### config.mk
export PLATFORM = sky130hd
export DESIGN_NAME = score_controller_flat
export DESIGN_NICKNAME = d
export VERILOG_FILES = /design/src/rtl/score_controller_pkg.sv /design/src/rtl/score_controller_if.sv /design/src/rtl/score_controller_render.sv /design/src/rtl/score_controller.sv /design/src/flat_wrapper.sv
export SDC_FILE = /design/constraint.sdc
export NUM_CORES = 1
export LEC_CHECK = 0
export CAP_MARGIN = 40
export CORE_ASPECT_RATIO = 1.25
export CORE_MARGIN = 1
export CORE_UTILIZATION = 60
export DETAILED_ROUTE_END_ITERATION = 8
export PLACE_DENSITY = 0.9
export SYNTH_ARGS = -nofsm -noshare
export SYNTH_HDL_FRONTEND = slang
export SYNTH_SLANG_ARGS = --single-unit
### constraint.sdc
create_clock -name clk -period 5.7 [get_ports clk]
set_clock_uncertainty 0.2 [all_clocks]
set_input_delay 0.855 -clock clk [delete_from_list [all_inputs] [get_ports clk]]
set_output_delay 0.855 -clock clk [all_outputs]
set_load 0.01 [all_outputs]
### src/rtl/score_controller_pkg.sv
// Shared definitions for the score controller: game state encoding and BCD digit constants.
package score_controller_pkg;

    typedef enum logic [1:0] {
        IDLE = 2'd0,
        RUN  = 2'd1,
        OVER = 2'd2
    } state_t;

    localparam int NIBBLE_W = 4;
    localparam logic [NIBBLE_W-1:0] BCD_MAX = 4'd9;

endpackage

### src/rtl/score_controller_if.sv
// Game-event, scan-position and score-output bundle between the game logic and the score controller.
interface score_controller_if
    import score_controller_pkg::*;
#(
    parameter int NUM_DIGITS = 4,
    parameter int CONV       = 0
);
    logic                           start;
    logic                           over;
    logic                           inc;
    logic                           frame;
    logic                           show_hi;
    logic [9-CONV:0]                hpos;
    logic [9-CONV:0]                vpos;
    logic                           score_color;
    logic [NIBBLE_W*NUM_DIGITS-1:0] score;
    logic [NIBBLE_W*NUM_DIGITS-1:0] hi_score;
    logic                           running;
    logic                           new_hi;

    modport master (
        output start, over, inc, frame, show_hi, hpos, vpos,
        input  score_color, score, hi_score, running, new_hi
    );

    modport slave (
        input  start, over, inc, frame, show_hi, hpos, vpos,
        output score_color, score, hi_score, running, new_hi
    );
endinterface

### src/rtl/score_controller_render.sv
// Single 4-wide digit glyph with a registered pixel output; row 0 and row 6 are blank spacing.
module score_render
    import score_controller_pkg::*;
#(
    parameter int W      = 10,
    parameter int OFFSET = 0
) (
    input  logic                clk,
    input  logic                rst,
    input  logic [W-1:0]        lx,
    input  logic [W-1:0]        ly,
    input  logic [NIBBLE_W-1:0] num,
    output logic                px
);
    logic [19:0]         font;
    logic [W-1:0]        row;
    logic [NIBBLE_W-1:0] nib;
    logic                lit;

    // Five 4-bit rows per digit, first drawn row in the top nibble, leftmost column in the MSB.
    always_comb begin
        case (num)
            4'd0:    font = 20'hF999F;
            4'd1:    font = 20'h26227;
            4'd2:    font = 20'hF1F8F;
            4'd3:    font = 20'hF171F;
            4'd4:    font = 20'h99F11;
            4'd5:    font = 20'hF8F1F;
            4'd6:    font = 20'hF8F9F;
            4'd7:    font = 20'hF1244;
            4'd8:    font = 20'hF9F9F;
            4'd9:    font = 20'hF9F1F;
            default: font = 20'h0;
        endcase
        row = ly - W'(1 + OFFSET);
        case (row[2:0])
            3'd1:    nib = font[19:16];
            3'd2:    nib = font[15:12];
            3'd3:    nib = font[11:8];
            3'd4:    nib = font[7:4];
            3'd5:    nib = font[3:0];
            default: nib = '0;
        endcase
        lit = 1'b0;
        if (lx < W'(4) && row >= W'(1) && row <= W'(5)) begin
            lit = nib[~lx[1:0]];
        end
    end

    always_ff @(posedge clk) begin
        if (rst) begin
            px <= 1'b0;
        end else begin
            px <= lit;
        end
    end
endmodule

### src/rtl/score_controller.sv
// Run score, high score and game state; time-multiplexes one glyph across the digit field.
//   state | meaning
//   IDLE  | after reset, no game yet; score renders as zeros
//   RUN   | game in progress, i_inc pulses count
//   OVER  | game ended; high score updated, blinking if a new high was set
module score_controller
    import score_controller_pkg::*;
#(
    parameter int NUM_DIGITS   = 4,
    parameter int CONV         = 0,
    parameter int X_ORIGIN     = 560,
    parameter int Y_ORIGIN     = 8,
    parameter int PITCH_LOG2   = 3,
    parameter int BLINK_FRAMES = 16
) (
    input logic               clk,
    input logic               rst,
    score_controller_if.slave bus
);
    localparam int W     = 10 - CONV;
    localparam int SW    = NIBBLE_W * NUM_DIGITS;
    localparam int FIELD = NUM_DIGITS << PITCH_LOG2;
    localparam int CW    = $clog2(BLINK_FRAMES) + 1;

    state_t          state_q, state_d;
    logic [SW-1:0]   score_q, score_d, hi_q, hi_d, inc_val;
    logic            new_hi_q, new_hi_d, blank_q, blank_d, saturated;
    logic [CW-1:0]   blink_cnt_q, blink_cnt_d;
    logic [NUM_DIGITS:0] carry;

    assign carry[0] = 1'b1;
    for (genvar g = 0; g < NUM_DIGITS; g++) begin : g_bcd_inc
        logic [NIBBLE_W-1:0] dig;
        assign dig          = score_q[g*NIBBLE_W +: NIBBLE_W];
        assign carry[g+1]   = carry[g] && (dig == BCD_MAX);
        assign inc_val[g*NIBBLE_W +: NIBBLE_W] =
            !carry[g] ? dig : (dig == BCD_MAX) ? '0 : dig + 1'b1;
    end
    assign saturated = carry[NUM_DIGITS];

    always_ff @(posedge clk) begin
        if (rst) begin
            state_q     <= IDLE;
            score_q     <= '0;
            hi_q        <= '0;
            new_hi_q    <= 1'b0;
            blank_q     <= 1'b0;
            blink_cnt_q <= '0;
        end else begin
            state_q     <= state_d;
            score_q     <= score_d;
            hi_q        <= hi_d;
            new_hi_q    <= new_hi_d;
            blank_q     <= blank_d;
            blink_cnt_q <= blink_cnt_d;
        end
    end

    always_comb begin
        state_d     = state_q;
        score_d     = score_q;
        hi_d        = hi_q;
        new_hi_d    = new_hi_q;
        blank_d     = blank_q;
        blink_cnt_d = blink_cnt_q;
        case (state_q)
            IDLE: begin
                if (bus.start) begin
                    state_d = RUN;
                    score_d = '0;
                end
            end
            RUN: begin
                if (bus.start) begin
                    score_d = '0;
                end else begin
                    if (bus.inc && !saturated) score_d = inc_val;
                    if (bus.over) begin
                        state_d = OVER;
                        // Packed BCD orders the same as binary, MSD first.
                        if (score_d > hi_q) begin
                            hi_d     = score_d;
                            new_hi_d = 1'b1;
                        end
                    end
                end
            end
            OVER: begin
                if (bus.start) begin
                    state_d     = RUN;
                    score_d     = '0;
                    new_hi_d    = 1'b0;
                    blank_d     = 1'b0;
                    blink_cnt_d = '0;
                end else if (new_hi_q && bus.frame) begin
                    if (blink_cnt_q == CW'(BLINK_FRAMES - 1)) begin
                        blank_d     = !blank_q;
                        blink_cnt_d = '0;
                    end else begin
                        blink_cnt_d = blink_cnt_q + 1'b1;
                    end
                end
            end
            default: state_d = IDLE;
        endcase
    end

    logic [W-1:0]        rel, lx_q, ly_q;
    logic [SW-1:0]       sel_val;
    logic [NIBBLE_W-1:0] num_sel, num_q;
    logic                glyph_px;

    always_comb begin
        rel     = bus.hpos - W'(X_ORIGIN);
        sel_val = (state_q == IDLE) ? '0 : (bus.show_hi ? hi_q : score_q);
        num_sel = '0;
        for (int d = 0; d < NUM_DIGITS; d++) begin
            if ((rel >> PITCH_LOG2) == W'(d)) begin
                num_sel = sel_val[(NUM_DIGITS-1-d)*NIBBLE_W +: NIBBLE_W];
            end
        end
    end

    // All-ones lx lies beyond the glyph width, so out-of-field pixels stay dark.
    always_ff @(posedge clk) begin
        if (rst) begin
            num_q <= '0;
            lx_q  <= '1;
            ly_q  <= '0;
        end else if (rel < W'(FIELD)) begin
            num_q <= num_sel;
            lx_q  <= rel & W'((1 << PITCH_LOG2) - 1);
            ly_q  <= bus.vpos - W'(Y_ORIGIN) + W'(1);
        end else begin
            lx_q  <= '1;
        end
    end

    score_render #(.W(W), .OFFSET(0)) u_render (
        .clk (clk),
        .rst (rst),
        .lx  (lx_q),
        .ly  (ly_q),
        .num (num_q),
        .px  (glyph_px)
    );

    assign bus.score_color = glyph_px && !blank_q;
    assign bus.score       = score_q;
    assign bus.hi_score    = hi_q;
    assign bus.running     = (state_q == RUN);
    assign bus.new_hi      = new_hi_q;
endmodule
### src/flat_wrapper.sv
// flat-port wrapper written by rule: the top's interface ports become plain ports
module score_controller_flat import score_controller_pkg::*;
#(
    parameter int NUM_DIGITS   = 4,
    parameter int CONV         = 0,
    parameter int X_ORIGIN     = 560,
    parameter int Y_ORIGIN     = 8,
    parameter int PITCH_LOG2   = 3,
    parameter int BLINK_FRAMES = 16
)
  (clk, rst, bus_start, bus_over, bus_inc, bus_frame, bus_show_hi, bus_hpos, bus_vpos, bus_score_color, bus_score, bus_hi_score, bus_running, bus_new_hi);
  score_controller_if #(.NUM_DIGITS(NUM_DIGITS), .CONV(CONV)) bus_i ();
  input logic clk;
  input logic rst;
  input wire logic [$bits(bus_i.start)-1:0] bus_start;
  input wire logic [$bits(bus_i.over)-1:0] bus_over;
  input wire logic [$bits(bus_i.inc)-1:0] bus_inc;
  input wire logic [$bits(bus_i.frame)-1:0] bus_frame;
  input wire logic [$bits(bus_i.show_hi)-1:0] bus_show_hi;
  input wire logic [$bits(bus_i.hpos)-1:0] bus_hpos;
  input wire logic [$bits(bus_i.vpos)-1:0] bus_vpos;
  output wire logic [$bits(bus_i.score_color)-1:0] bus_score_color;
  output wire logic [$bits(bus_i.score)-1:0] bus_score;
  output wire logic [$bits(bus_i.hi_score)-1:0] bus_hi_score;
  output wire logic [$bits(bus_i.running)-1:0] bus_running;
  output wire logic [$bits(bus_i.new_hi)-1:0] bus_new_hi;
  assign bus_i.start = bus_start;
  assign bus_i.over = bus_over;
  assign bus_i.inc = bus_inc;
  assign bus_i.frame = bus_frame;
  assign bus_i.show_hi = bus_show_hi;
  assign bus_i.hpos = bus_hpos;
  assign bus_i.vpos = bus_vpos;
  assign bus_score_color = bus_i.score_color;
  assign bus_score = bus_i.score;
  assign bus_hi_score = bus_i.hi_score;
  assign bus_running = bus_i.running;
  assign bus_new_hi = bus_i.new_hi;
  score_controller #(.NUM_DIGITS(NUM_DIGITS), .CONV(CONV), .X_ORIGIN(X_ORIGIN), .Y_ORIGIN(Y_ORIGIN), .PITCH_LOG2(PITCH_LOG2), .BLINK_FRAMES(BLINK_FRAMES)) u_core (.clk(clk), .rst(rst), .bus(bus_i));
endmodule
Word-level counts from Yosys, hierarchy flattened. Memory sizes are Yosys's and may differ from the RTL's. A register that Yosys moved wholly into a read port is not among the register bits. Cells that the tools add are included.

Memories kept: 1. Memory bits (read-only): 320. Input bits: 27. Register bits: 66. Output and inout bits: 35.

Memories: (name not given) (depth 16, bits a word 20, read ports 1, clocked after Yosys merged registers in 1, wr ports 0, line score_controller_render.sv:22) `case (num)`.

$lt $le $gt $ge: 6. Reductions and logical operators: 25. Bitwise logic cells: 4. Multiplexer cells: 40. Add/sub/neg operators: 9. Equal/unequal tests: 20.

Operator list (count): $mux W16 (7); $mux W4 (13); $pmux W16 S2 (1); $pmux W4 S5 (1); $add A4 B1 Y4 const B (4); $eq A4 B4 Y1 const B (4); $gt A16 B16 Y1 (1); $mux W5 (3); $eq A7 B2 Y1 const B (2); $add A10 B1 Y10 const B (1); $ge A10 B1 Y1 const B (1); $le A10 B3 Y1 const B (1); $logic_not A10 Y1 (1); $lt A10 B3 Y1 const B (1); $lt A10 B6 Y1 const B (1); $mux W10 (1); $sub A10 B1 Y10 const B (1); $sub A10 B10 Y10 const B (1); $sub A10 B4 Y10 const B (1); $logic_and A1 B1 Y1 (8); $mux W1 (8); $reduce_bool A2 Y1 (4); $eq A7 B1 Y1 const B (1); $eq A3 B2 Y1 const B (2); 22 further kinds (35).

Longest topological paths before layout. Gate-level depths: netlist of run 1.

Depth after elaboration: 14. Mapped depth: 17.

Cells and area by module. From an unflattened synthesis of run 1, not the netlist that was laid out.

Cell total of the unflattened synthesis: 495. Area, all modules: 4260.3 µm².

By module, submodules not included: score_controller (cells an instance 413, times used 1, area each 3627.2 µm²); score_render (cells an instance 82, times used 1, area each 633.1 µm²).

Least setup slack after synthesis of run 1. Ideal clock, no wire load.

Path kind: input port to flip-flop. From: in bus_inc. To: reg u_core.hi_q[0] (netlist: u_core.bus.hi_score[0]). Stages: 12. Data required time: 5409 ps. Path slack: 1936 ps. Arrival time: 3473 ps. Path through: nand4b_4 > nor4b_4 > nand2_1 > mux2_2 > ha_1 > a21o_1 > a21o_1 > a221o_1 > o21a_1 > buf_2 > buf_2 > a311oi_1.

Word-level cells in the longest chain between the ends: 6.

Ends and longest elaborated chain: from (decl) (line flat_wrapper.sv:17) `input wire logic [$bits(bus_i.inc)-1:0] bus_inc;`; $logic_and A1 B1 Y1 * (line score_controller.sv:77) `if (bus.inc && !saturated) score_d = inc_val;`; $mux W16 * (line score_controller.sv:77); $mux W16 * (line score_controller.sv:74) `if (bus.start) begin`; $mux W16 * (line score_controller.sv:66) `case (state_q)`; $gt A16 B16 Y1 (line score_controller.sv:81) `if (score_d > hi_q) begin`; $reduce_and A4 Y1 (no source line); to (signal assigned) (line score_controller.sv:52) `hi_q <= hi_d;`; to (decl) (line score_controller.sv:26) `logic [SW-1:0] score_q, score_d, hi_q, hi_d, inc_val;`.

Mark *: on every way between the ends. The rest lies on a longest branch, timed or not. The select of a mux whose other input is x is not followed. A chain may end at the register's enable or synchronous reset.

Worst setup path in the final report of run 1. Same ends and word-level chain as after synthesis.

==> metrics, run 1 <==
Clock Tree Root=clkbuf_8; top cells by area, synth=dfxtp_1 33%, ha_1 9.3%, a21oi_1 6.1%; first-pass GRT wire length=approximately 19000 µm; status=complete, no violations; maxcap violations=0; Mapped Avg Cell Area=8.31 µm²; die width=about 80 µm; worst hold-check path type=flip-flop to flip-flop; RSZ-0062 raised after global routing=false; initial DRC count=between 400 and 500; vias in the first global route=4146; Place WS=0.769 ns; Detail Placement HPWL=approximately 8500 µm; Worst Path Max Fanout=18; synthesis-stage register bit count=76; Resize count post-CTS=0; Net Count, Synth=612; Final min period=4.73 ns; DIE AREA=between 7000 and 8000 µm²; Data arrival, critical path=about 4.8 ns; synthesized area=between 4000 and 5000 µm²; drt first pass iters=6; Starting Density=61.8%; pwr dens=roughly 230 nW/µm²; clock buffer count from CTS=9; post-synthesis cell count=551; largest net degree at the start of global routing=35; Synth Area in XOR/XNOR=3.03%; top_reg_cell synth=dfxtp_1; final WL=between 10000 and 15000 µm; nets=664; Ant. Diodes=0; required time worst endpoint=5.76 ns; later-pin clock latency in the skew report=0.35 ns; die height=~100 µm; post-route setup slack=0.974 ns; max frequency=0.212 GHz; Crit Path Class=primary input to flip-flop; Ys Warns=0; Yosys top cell by area=dfxtp_1; vias per std cell=6.28; VDD IR max=approximately 0.00025 V; Sink Count=76; gpl congestion=0.874; Distinct cells, synth=between 60 and 70; CTS Buffer Depth=2; Final Cycle Share=82.9%; Setup TNS Final=0 ns; io pins=just over 60; Post-CTS Setup Bufs=0; Antenna Nets Post-Route=0; Cell Rows=35; multiplexer area fraction after synthesis=4.48%; Slew @ Worst Pin=0.739 ns; Async SR Flop Fraction=0%; Slew Limit Headroom=between 50% and 60%; final count of pins violating max slew=0; port bufs=61; H-tree depth=3; vias post-DR=around 4400; Post-synth EDFFs=0; CTS tree=done; hold_buf cts=0; Compound-Gate Fraction of Synth Area=22.3%; initial antenna violation count=0; final hold slack=between 0.2 and 0.3 ns; GRT Total Usage=a little under a third; final setup vio count=0; Fin. Hold Viols=0; Leak=around 0.0021 µW; Synth-to-Final Area Change=18.9%; post-synth top area share=33.2%; Remaining DRCs=0; Synth Area in Adders=slightly above 9%; CP startpoint kind=primary input; simple-gate area share of the yosys netlist=approximately 22%; grt total ovfl=0; layout cell share with drive strength beyond 1=7.57%; WL per Instance=16.6 µm; clock slew at reported path FFs=0.08 ns; register area share after synthesis=33.2%; Critical Path End Type=flip-flop; main combinational cell family by area after synthesis=compound AO/OA/AOI/OAI gates; core area=7400 µm²
[layer usage]
layer	vias up	track usage, %	wire (µm)
li1	2079	-	-
met1	2022	35.8	4380
met2	250	54.2	5900
met3	44	4.86	915
met4	0	15.2	407
met5	-	0	0
[state kept, by name, indices dropped and copies added, names as in the netlist, 2 cells and up]
name / flops
u_core.blink_cnt_q: 5
u_core.bus.hi_score: 16
u_core.bus.score: 16
u_core.lx_q: 4
u_core.ly_q: 10
u_core.num_q: 4
u_core.state_q: 2
u_core.u_render.font: 16
[cell usage after synthesis (5+ instances only)]
library cell   n
a22oi_1       15
o211ai_1       5
nand2b_1       6
nand4_1        5
nand2_1       45
clkbuf_1      13
nor3_1        42
nor2b_1        6
nor2_1        46
o21ai_0       31
or3_1          5
dfxtp_1       76
a31oi_1        8
buf_2          7
nand3_1        9
a21oi_1       56
xnor2_1        8
xor2_1         6
a211oi_1       5
ha_1          34
and2_1         5
inv_1         36
mux2i_1       10
[where the power goes]
group | internal [µW] | switching [µW] | leakage (µW)
sequential | 542 | 12.8 | 0.000614
clock | 258 | 198 | 0.000116
combinational | 91.0 | 149 | 0.00133
total | 891 | 360 | 0.00206
[cells in the final DEF, fill, tap and decap left out, drive strengths merged, types with 3 or more instances in the layout]
cell type,count
a211oi,5
a21oi,58
a22o,4
a22oi,15
a31oi,10
a32oi,4
and2,5
buf,6
clkbuf,10
clkdlybuf4s50,60
clkinv,4
dfxtp,76
ha,34
inv,37
mux2i,10
mux4,4
nand2,47
nand2b,6
nand3,10
nand3b,5
nand4,6
nor2,48
nor2b,6
nor3,42
nor3b,3
nor4,3
o211ai,5
o21a,3
o21ai,32
o21bai,4
o31ai,4
or3,5
xnor2,9
xor2,6
[layout make-up]
class                   instances  area [µm²]
clock inverters                 6        87.6
repair buffers                 66         656
inverters                      37         139
flip-flops and latches         76        1520
well taps                      92         115
fillers                       554        1960
multi-input cells             413        2790
clock buffers                  10         138
[worst max-delay path: stages]
cell	delay, ns
clkdlybuf4s50_1	0.60
nand4b_4	0.19
nor4b_4	0.48
o211ai_1	0.16
a22o_1	0.30
ha_1	0.32
nand4_1	0.14
nor4_1	0.45
a221o_1	0.25
o21a_1	0.61
a21oi_1	0.16
a311oi_1	0.28
[cell families after synthesis]
family,count (synthesis)
XOR/XNOR,15
adder cells (fa/ha/maj),34
AND/OR/NAND/NOR,194
multiplexers,15
buffers and inverters,62
flip-flops,76
AO/OA/AOI/OAI,155
[path summary, 6_finish.rpt]
kind,from,end,slack (ns),depth (start not counted)
setup / recovery,bus_inc,u_core.bus.hi_score[0],0.97,12
hold / removal,u_core.ly_q[9],u_core.ly_q[9],0.28,2
setup reg to reg,u_core.bus.score[0],u_core.bus.hi_score[0],1.24,12
hold reg to reg,u_core.ly_q[9],u_core.ly_q[9],0.28,2
[stage by stage]
step	std cells	util, %	area, µm²	power [µW]
final	700	73.6	5440	1250
after floorplan	551	-	4580	715
after CTS	700	73.6	5440	1250
after global routing	700	73.6	5440	1290
after global placement	682	70.1	5190	783
after detailed placement	684	70.5	5220	796
No activity file was read; power rests on OpenSTA's default activity.
==> run 2, diff against run 1 <==
Settings changed: CORE_UTILIZATION 60 to 50, PLACE_DENSITY 0.9 to 0.81.
Clock period 5.7 ns to 4.05 ns, I/O delays scaled along.
==> metrics, run 2 (synthesis gave the netlist of run 1 again) <==
RSZ-0062 raised after global routing=false; Crit Path Class=primary input to flip-flop; maxcap violations=0 (unchanged); Antenna Nets Post-Route=0 (unchanged); vias in the first global route=4060 (-2.1%); Overall Power=1850 µW (+48%); hold_buf cts=0 (unchanged); CTS Buffer Depth=2 (unchanged); Ant. Diodes=0 (unchanged); Remaining DRCs=0 (unchanged); Slew @ Worst Pin=0.665 ns (-0.0735 ns); CP dominant cell by count=buf_4; Data arrival, critical path=3.79 ns (-1.00 ns); worst hold-check path type=flip-flop to flip-flop; post-route setup slack=0.334 ns (-0.640 ns); max incr delay on CP=0.53 ns (-0.08 ns); commonest non-fill, non-tap cell in the layout=dfxtp_1; Critical Path End Type=flip-flop; status=complete, no violations; required time worst endpoint=4.13 ns (-1.63 ns); Cell Rows=38 (+8.6%); DIE AREA=9540 µm² (+20%); layout cell share with drive strength beyond 1=12.1% (+4.5 points); fin cells=756 (+8.0%); final count of pins violating max slew=0 (unchanged); gpl congestion=0.992 (+13%); CP startpoint=bus_inc; nets=692 (+4.2%); first-pass GRT wire length=18800 µm (-2.5%); Seq. cell area=1520 µm² (about the same); Sink Count=76 (unchanged); grt total ovfl=0 (unchanged); CP startpoint kind=primary input; reg-to-reg startpoint=u_core.bus.score[9]; initial antenna violation count=0 (unchanged); CP max-delay cell=clkdlybuf4s50_1; VDD IR max=0.000213 V (-15%); pwr dens=323 nW/µm² (+40%); later-pin clock latency in the skew report=0.37 ns (+0.02 ns); Fillers=749 (+35%); clock buffer count from CTS=9 (unchanged); GRT Total Usage=25.5% (-5.3 points); Place WS=-0.125 ns (-0.894 ns); delay-heaviest family, CP=simple AND/OR/NAND/NOR gates; vias per std cell=5.70 (-9.2%); worst path bufs/invs=3 (+2); hold path start=u_core.blink_cnt_q[4]; WL per Instance=15.3 µm (-8.0%); Final min period=3.72 ns; port bufs=61 (unchanged); max frequency=between 0.2 and 0.3 GHz; Resize count post-CTS=0 (unchanged); vias post-DR=4308 (-2.0%); CTS tree=done; Worst Path Max Fanout=9 (-9); initial DRC count=304 (-34%); Leak=0.00222 µW (+7.8%); dpl cells=740 (+8.2%); largest net degree at the start of global routing=48 (+37%); Area after DPL=5460 µm² (+4.7%); Post-CTS Setup Bufs=0 (unchanged); Starting Density=52.0% (-9.8 points); die height=109 µm (+9.4%); Detail Placement HPWL=8810 µm (+3.1%); area of the multi-input gates=2800 µm² (+0.54%); Final Cell Area=5730 µm² (+5.3%); crit-path cells=clkdlybuf4s50_1 -> nand4b_4 -> nor4b_4 -> buf_4 -> nand3_1 -> xnor2_1 -> ha_1 -> nand4_1 -> nor4_2 -> a221o_1 -> o21a_2 -> buf_4 -> a21oi_1 -> nor3_1; drt first pass iters=4 (-2); H-tree depth=3 (unchanged); Final Cycle Share=91.7%; Synth-to-Final Area Change=25.2%; clock slew at reported path FFs=0.08 ns (about the same); core area=8800 µm² (+19%); io pins=62 (unchanged); final WL=11500 µm (-0.62%); die width=87.6 µm (+9.3%); Slew Limit Headroom=55.5% (+4.9 points); commonest cells after routing, fill and taps aside=75 x dfxtp_1, 60 x clkdlybuf4s50_1, 56 x a21oi_1; Clock Tree Root=clkbuf_8; final setup vio count=0 (unchanged); Fin. Hold Viols=0 (unchanged)
==> run 2: power by group <==
| group | internal (µW) | total, µW | switching (µW) |
|---|---|---|---|
| combinational | 149 | 349 | 199 |
| clock | 442 | 719 | 277 |
| sequential | 763 | 782 | 18.5 |
| total | 1350 | 1850 | 494 |
==> run 2: final timing paths <==
path,to,slack (ns),cells after the start
max,u_core.bus.hi_score[8],0.33,14
min,u_core.blink_cnt_q[4],0.27,1
max reg2reg,u_core.bus.hi_score[8],0.34,15
min reg2reg,u_core.blink_cnt_q[4],0.27,1
==> run 2: stage by stage <==
step	setup TNS [ns]	util [%]	hold slack (ns)
finish	0	65.1	0.270
global route	0	65.1	0.292
CTS	0	65.0	0.269
detailed placement	-0.986	62.1	0.244
global placement	-0.106	61.9	0.244
floorplan	0	-	0.225
==> run 2: final cells by class <==
type,count,area share (%)
clock buffers,12,2.71
repair buffers,94,15.1
well taps,120,2.62
flip-flops and latches,76,26.6
clock inverters,4,1.66
multi-input cells,413,48.9
inverters,37,2.42
==> run 2: metal layers <==
layer	GRT usage (%)	vias up	share of wire, %
li1	-	2130	-
met1	30.1	2009	42
met2	45.0	144	50
met3	4.31	25	5.1
met4	11.7	0	3.1
met5	0	-	0
==> variant 1: new RTL, settings of run 1 <==
Encoding of `state_t`: now one-hot (3 bits for 3 states).
--- a/src/rtl/score_controller_pkg.sv
+++ b/src/rtl/score_controller_pkg.sv
@@ -2,8 +2,8 @@
 package score_controller_pkg;
 
-    typedef enum logic [1:0] {
-        IDLE = 2'd0,
-        RUN  = 2'd1,
-        OVER = 2'd2
+    typedef enum logic [2:0] {
+        IDLE = 3'b001,
+        RUN  = 3'b010,
+        OVER = 3'b100
     } state_t;
 
Behaviour: same outputs for any inputs over 10 cycles, from zero or initial values and one cycle with rst high; not proved beyond that.
==> variant 1 against run 1 <==
- count of clock-buffer cells in the layout unchanged
- worst setup slack improved by 0.31 ns
- worst hold slack improved by 0.020 ns
- sequential cell count increased by 1
- routed wire length decreased by 6.4%
- area after synthesis decreased by 0.30%
- final area decreased by 1.0%
- critical endpoint unchanged
- largest cell class unchanged
Power is not compared: it rests on default switching activity, and its combinational part moved more than twofold at a synthesized area within 25%.
==> variant 1: results (changes against run 1) <==
Placed design
  – DP Wirelength: 7960 um (was 8550 um)
  – Placement Cell Area: 0.00521 mm2 (was 0.00522 mm2)
  – Inst Count DP: 648 (was 684)
  – Port Buffers: 61 (unchanged)
  – GPL Wtd Cong: 0.886 (was 0.874)

Pwr
  – Leak pwr: roughly 2.0 nW
  – Worst vdd ir: 144 uV

Synthesis
  – Sequential area share after synthesis: 33.8% (was 33.2%)
  – Top area cells in the synthesized netlist: dfxtp_1 (34%), ha_1 (8.5%), mux2i_1 (8.1%) (was dfxtp_1 (33%), ha_1 (9.3%), a21oi_1 (6.1%))
  – Library cells used by synthesis: 65 (unchanged)
  – Ys Warns: 0 (unchanged)
  – Syn nets: 572 (was 612)
  – Top cells by count, synth: dfxtp_1 (77), nand2_1 (59), nor2_1 (43) (was dfxtp_1 (76), a21oi_1 (56), nor2_1 (46))
  – Synthesized area per cell: 8.88 um2 (was 8.31 um2)

Timing
  – Final setup fails: 0 (unchanged)
  – Post-route setup TNS: 0 ns (unchanged)
  – Worst-Margin Slew: 0.753 ns (was 0.739 ns)

Routing
  – Drt pass-1 iters: 5 (was 6)
  – Vias/cell: 6.18 (was 6.28)
  – Final ANT Viol Nets: 0 (unchanged)
  – Drt initial violations: 311 (was 459)
  – DRT Wirelength: 10,900 um (was 11,600 um)

Setup path
  – Critical Path AT: 4.49 ns (was 4.79 ns)
  – Slowest stage delay, CP: roughly 0.62 ns
  – Critical-path top delay cell: a31oi_2 (was o21a_1)
  – FF-to-FF path depth: 12 (unchanged)
  – Critical Path Fanout Max: 9 (was 18)

Layout
  – Finished Layout Cells: 664 (was 700)
  – Final nets: 625 (was 664)
  – Share of cells above drive strength 1: 9.79% (was 7.57%)
  – Antenna diode count: 0 (unchanged)

GRT
  – Vias in the first global route: 3,981 (was 4,146)
  – Gr usage total: 29.5% (was 30.8%)
  – Largest net degree at the start of global routing: 35 (unchanged)
  – Initial antenna violation count: 0 (unchanged)
  – First-pass GRT wire length: 18,300 um (was 19,300 um)

Clocking
  – # Post-CTS Setup Buffers: 0 (unchanged)
  – Root buffer cell: clkbuf_8 (unchanged)
  – H-tree level count: 3 (unchanged)
  – Number of buffers created by CTS: 9 (unchanged)
  – Clock slew at reported path FFs: 0.08 ns (about the same)
  – Clk buf depth: 2 (unchanged)
  – Clk Latency, worst-skew pair: between 0.3 and 0.4 ns

Run status
  – Status: completed (unchanged)

Min path
  – Hold depth: 1 (was 2)
[variant 1: cell types whose count changed in the layout (fill, tap and decap cells not counted), moves of 5 or more]
cell      change
nor3_1       -38
a21oi_1      -27
mux2i_1      +27
o21ai_0      -16
nand2_1      +14
mux2_2        +8
o21ai_1       +8
a31oi_1       -7
inv_1         -6
nand3b_1      +6
or3_1         -5
[variant 1: where the power goes]
| part | internal (mW) | switching (mW) |
|---|---|---|
| Clock | 0.168 | 0.207 |
| Sequential | 0.541 | 0.00378 |
| Combinational | 0.0409 | 0.0474 |
[variant 1: worst max-delay path: cells and delay by family]
| kind | cells | cell delay (ns) |
|---|---|---|
| compound gates | 3 | 1.16 |
| buf+inv | 2 | 0.91 |
| simple gates | 5 | 0.71 |
| mux | 2 | 0.54 |
| fa+ha+maj | 1 | 0.32 |
[variant 1: metal layers]
metal / GRT usage [%] / wire, um
met1: 34.3 / 4250
met4: 12.5 / 384
met2: 51.9 / 5620
met5: 0 / 0
met3: 5.87 / 607
[variant 1: cell families after synthesis]
logic type      count (synthesis)  share of synthesized area [%]
simple gates                  176                           20.0
flops                          77                           33.8
mux                            50                           12.3
fa+ha+maj                      31                           8.50
xor+xnor                       16                           3.07
compound gates                108                           16.9
buf+inv                        56                           5.37
[variant 1: area by class of cell]
type | count | area [um2]
Multi-Input combinational cell | 381 | 2780
Fill cell | 541 | 1970
Sequential cell | 77 | 1540
Timing Repair Buffer | 66 | 652
Clock buffer | 10 | 138
Inverter | 32 | 120
Tap cell | 92 | 115
Clock inverter | 6 | 38.8
[variant 1: final timing paths]
| path | startpoint | to | slack (ns) |
|---|---|---|---|
| setup / recovery | bus_inc | u_core.bus.hi_score[0]$_SDFFE_PP0P_ | 1.29 |
| setup reg to reg | u_core.bus.score[4]$_SDFFE_PP0P_ | u_core.bus.hi_score[0]$_SDFFE_PP0P_ | 1.58 |
| hold / removal | u_core.bus.new_hi$_SDFFE_PP0P_ | u_core.bus.new_hi$_SDFFE_PP0P_ | 0.30 |
| hold reg to reg | u_core.bus.new_hi$_SDFFE_PP0P_ | u_core.bus.new_hi$_SDFFE_PP0P_ | 0.30 |
[variant 1: metrics by stage]
| stage | power, mW | utilization [%] | setup WS [ns] |
|---|---|---|---|
| 4_1_cts | 1.01 | 73.2 | 1.34 |
| 5_1_grt | 1.04 | 73.2 | 1.06 |
| 6_report | 1.01 | 73.2 | 1.29 |
| 3_5_place_dp | 0.645 | 70.8 | 0.993 |
| 3_3_place_gp | 0.641 | 70.7 | 1.23 |
| 2_1_floorplan | 0.609 | - | 2.31 |
==> variant 2: new RTL, config.mk and constraints of run 1 <==
Without the edit above. `NUM_DIGITS` is set to 4 in 3 places; all go to 5.
--- a/src/rtl/score_controller_if.sv
+++ b/src/rtl/score_controller_if.sv
@@ -3,5 +3,5 @@
     import score_controller_pkg::*;
 #(
-    parameter int NUM_DIGITS = 4,
+    parameter int NUM_DIGITS = 5,
     parameter int CONV       = 0
 );
--- a/src/rtl/score_controller.sv
+++ b/src/rtl/score_controller.sv
@@ -7,5 +7,5 @@
     import score_controller_pkg::*;
 #(
-    parameter int NUM_DIGITS   = 4,
+    parameter int NUM_DIGITS   = 5,
     parameter int CONV         = 0,
     parameter int X_ORIGIN     = 560,
--- a/src/flat_wrapper.sv
+++ b/src/flat_wrapper.sv
@@ -2,5 +2,5 @@
 module score_controller_flat import score_controller_pkg::*;
 #(
-    parameter int NUM_DIGITS   = 4,
+    parameter int NUM_DIGITS   = 5,
     parameter int CONV         = 0,
     parameter int X_ORIGIN     = 560,
Interface: changed (resized bus_hi_score and bus_score); port bits go from 62 to 70. The function was not compared with the original's and may differ.
==> variant 2 against run 1 <==
- critical path type unchanged
- area after synthesis increased by 8.7%
- first-iteration DRC count decreased by 54%
- fmax decreased by 1.7%
- synthesized cell count increased by 7.8%
- critical path depth increased by 3
- final area increased by 8.0%
- routed wire length increased by 11%
- sequential cell count increased by 8
- non-clock buffer count increased by 12
- worst setup slack got worse by 0.084 ns
- final cell count increased by 7.1%
Power is not compared: it rests on default switching activity, and its combinational part moved more than twofold at a synthesized area within 25%.
==> variant 2: results (changes against run 1) <==
Setup path
  – Slowest stage delay, CP: 0.55 ns (was 0.61 ns)
  – Critical Path AT: 4.84 ns (was 4.79 ns)
  – CP top delay family: simple AND/OR/NAND/NOR gates (was compound AO/OA/AOI/OAI gates)
  – FF-to-FF path depth: 15 (was 12)
  – Critical Path Fanout Max: 17 (was 18)
  – R2R Path End: u_core.bus.hi_score[16]$_SDFFE_PP0P_ (was u_core.bus.hi_score[0]$_SDFFE_PP0P_)
  – R2R Setup Slk: 1.06 ns (was 1.24 ns)
  – Critical-path top delay cell: or4_1 (was o21a_1)

Synthesis
  – Library cells used by synthesis: 67 (was 65)
  – Top area cells in the synthesized netlist: dfxtp_1 (34%), ha_1 (8.3%), mux2i_1 (5.6%) (was dfxtp_1 (33%), ha_1 (9.3%), a21oi_1 (6.1%))
  – XOR/XNOR Fraction of Synth Area: 3.70% (was 3.03%)
  – Mux share of post-synthesis cell area: 8.81% (was 4.48%)
  – Synthesized area per cell: 8.37 um2 (was 8.31 um2)
  – Synth Area in Adders: 8.30% (was 9.29%)
  – Compound-Gate Fraction of Synth Area: 18.5% (was 22.3%)

Min path
  – HP Start: u_core.ly_q[8]$_SDFFE_PP0N_ (was u_core.ly_q[9]$_SDFFE_PP0N_)
  – Endpoint, Worst Hold: u_core.ly_q[8]$_SDFFE_PP0N_ (was u_core.ly_q[9]$_SDFFE_PP0N_)

Layout
  – Non-clk buf share: 12.8% (was 12.0%)
  – Fillers: 584 (was 554)
  – Multi-input logic area: 0.00297 mm2 (was 0.00279 mm2)
  – Logic inverters: 44 (was 37)
  – Sequential share of cell area: 28.6% (was 27.9%)
  – Clock-cell share: 3.21% (was 4.14%)
  – Share of cells above drive strength 1: 7.33% (was 7.57%)
  – Non-clk bufs: 78 (was 66)
  – #MultiIn Comb: 434 (was 413)

GRT
  – Gr usage total: 29.4% (was 30.8%)
  – First-pass GRT wire length: 20,600 um (was 19,300 um)
  – Vias in the first global route: 4,553 (was 4,146)

Timing
  – Worst-Margin Slew: 0.938 ns (was 0.739 ns)
  – Fmax: 0.208 GHz (was 0.212 GHz)
  – Fin Hold WS: 0.256 ns (was 0.277 ns)

Run status
  – Status: completed (unchanged)

Routing
  – Drt initial violations: 212 (was 459)
  – Met1 WL: 5170 um (was 4380 um)
  – Drt pass-1 iters: 5 (was 6)
  – Routed wl met2: 6340 um (was 5900 um)
  – DRT Wirelength: 12,900 um (was 11,600 um)

Placed design
  – Inst Count DP: 735 (was 684)
  – GPL Wtd Cong: 0.914 (was 0.874)
  – Port Buffers: 69 (was 61)
  – DP Wirelength: 9300 um (was 8550 um)
  – Placement Cell Area: 0.00569 mm2 (was 0.00522 mm2)

Clocking
  – Clk Latency, worst-skew pair: 0.37 ns (was 0.35 ns)
-- variant 2: cell types whose count changed after synthesis, sizes merged, moves of 9 or more --
cell / delta
nor3: -19
mux2i: +18
a21oi: -10
clkbuf: +10
nor2: +10
a31oi: -9
-- variant 2: worst max path at each step --
stage                  from                              endpoint  slack, ns  cells past startpoint
global placement    bus_inc   u_core.bus.hi_score[7]$_SDFFE_PP0P_       0.64                     15
finish              bus_inc  u_core.bus.hi_score[16]$_SDFFE_PP0P_       0.89                     15
global route        bus_inc   u_core.bus.hi_score[8]$_SDFFE_PP0P_       0.53                     15
floorplan           bus_inc   u_core.bus.hi_score[9]$_SDFFE_PP0P_       1.34                     16
CTS                 bus_inc  u_core.bus.hi_score[16]$_SDFFE_PP0P_       0.91                     15
detailed placement  bus_inc  u_core.bus.hi_score[16]$_SDFFE_PP0P_       0.53                     15
-- variant 2: report_power, final --
part           switching (mW)  total (mW)  internal [mW]
combinational          0.0603       0.105         0.0451
sequential            0.00344       0.593          0.590
clock                   0.218       0.418          0.201
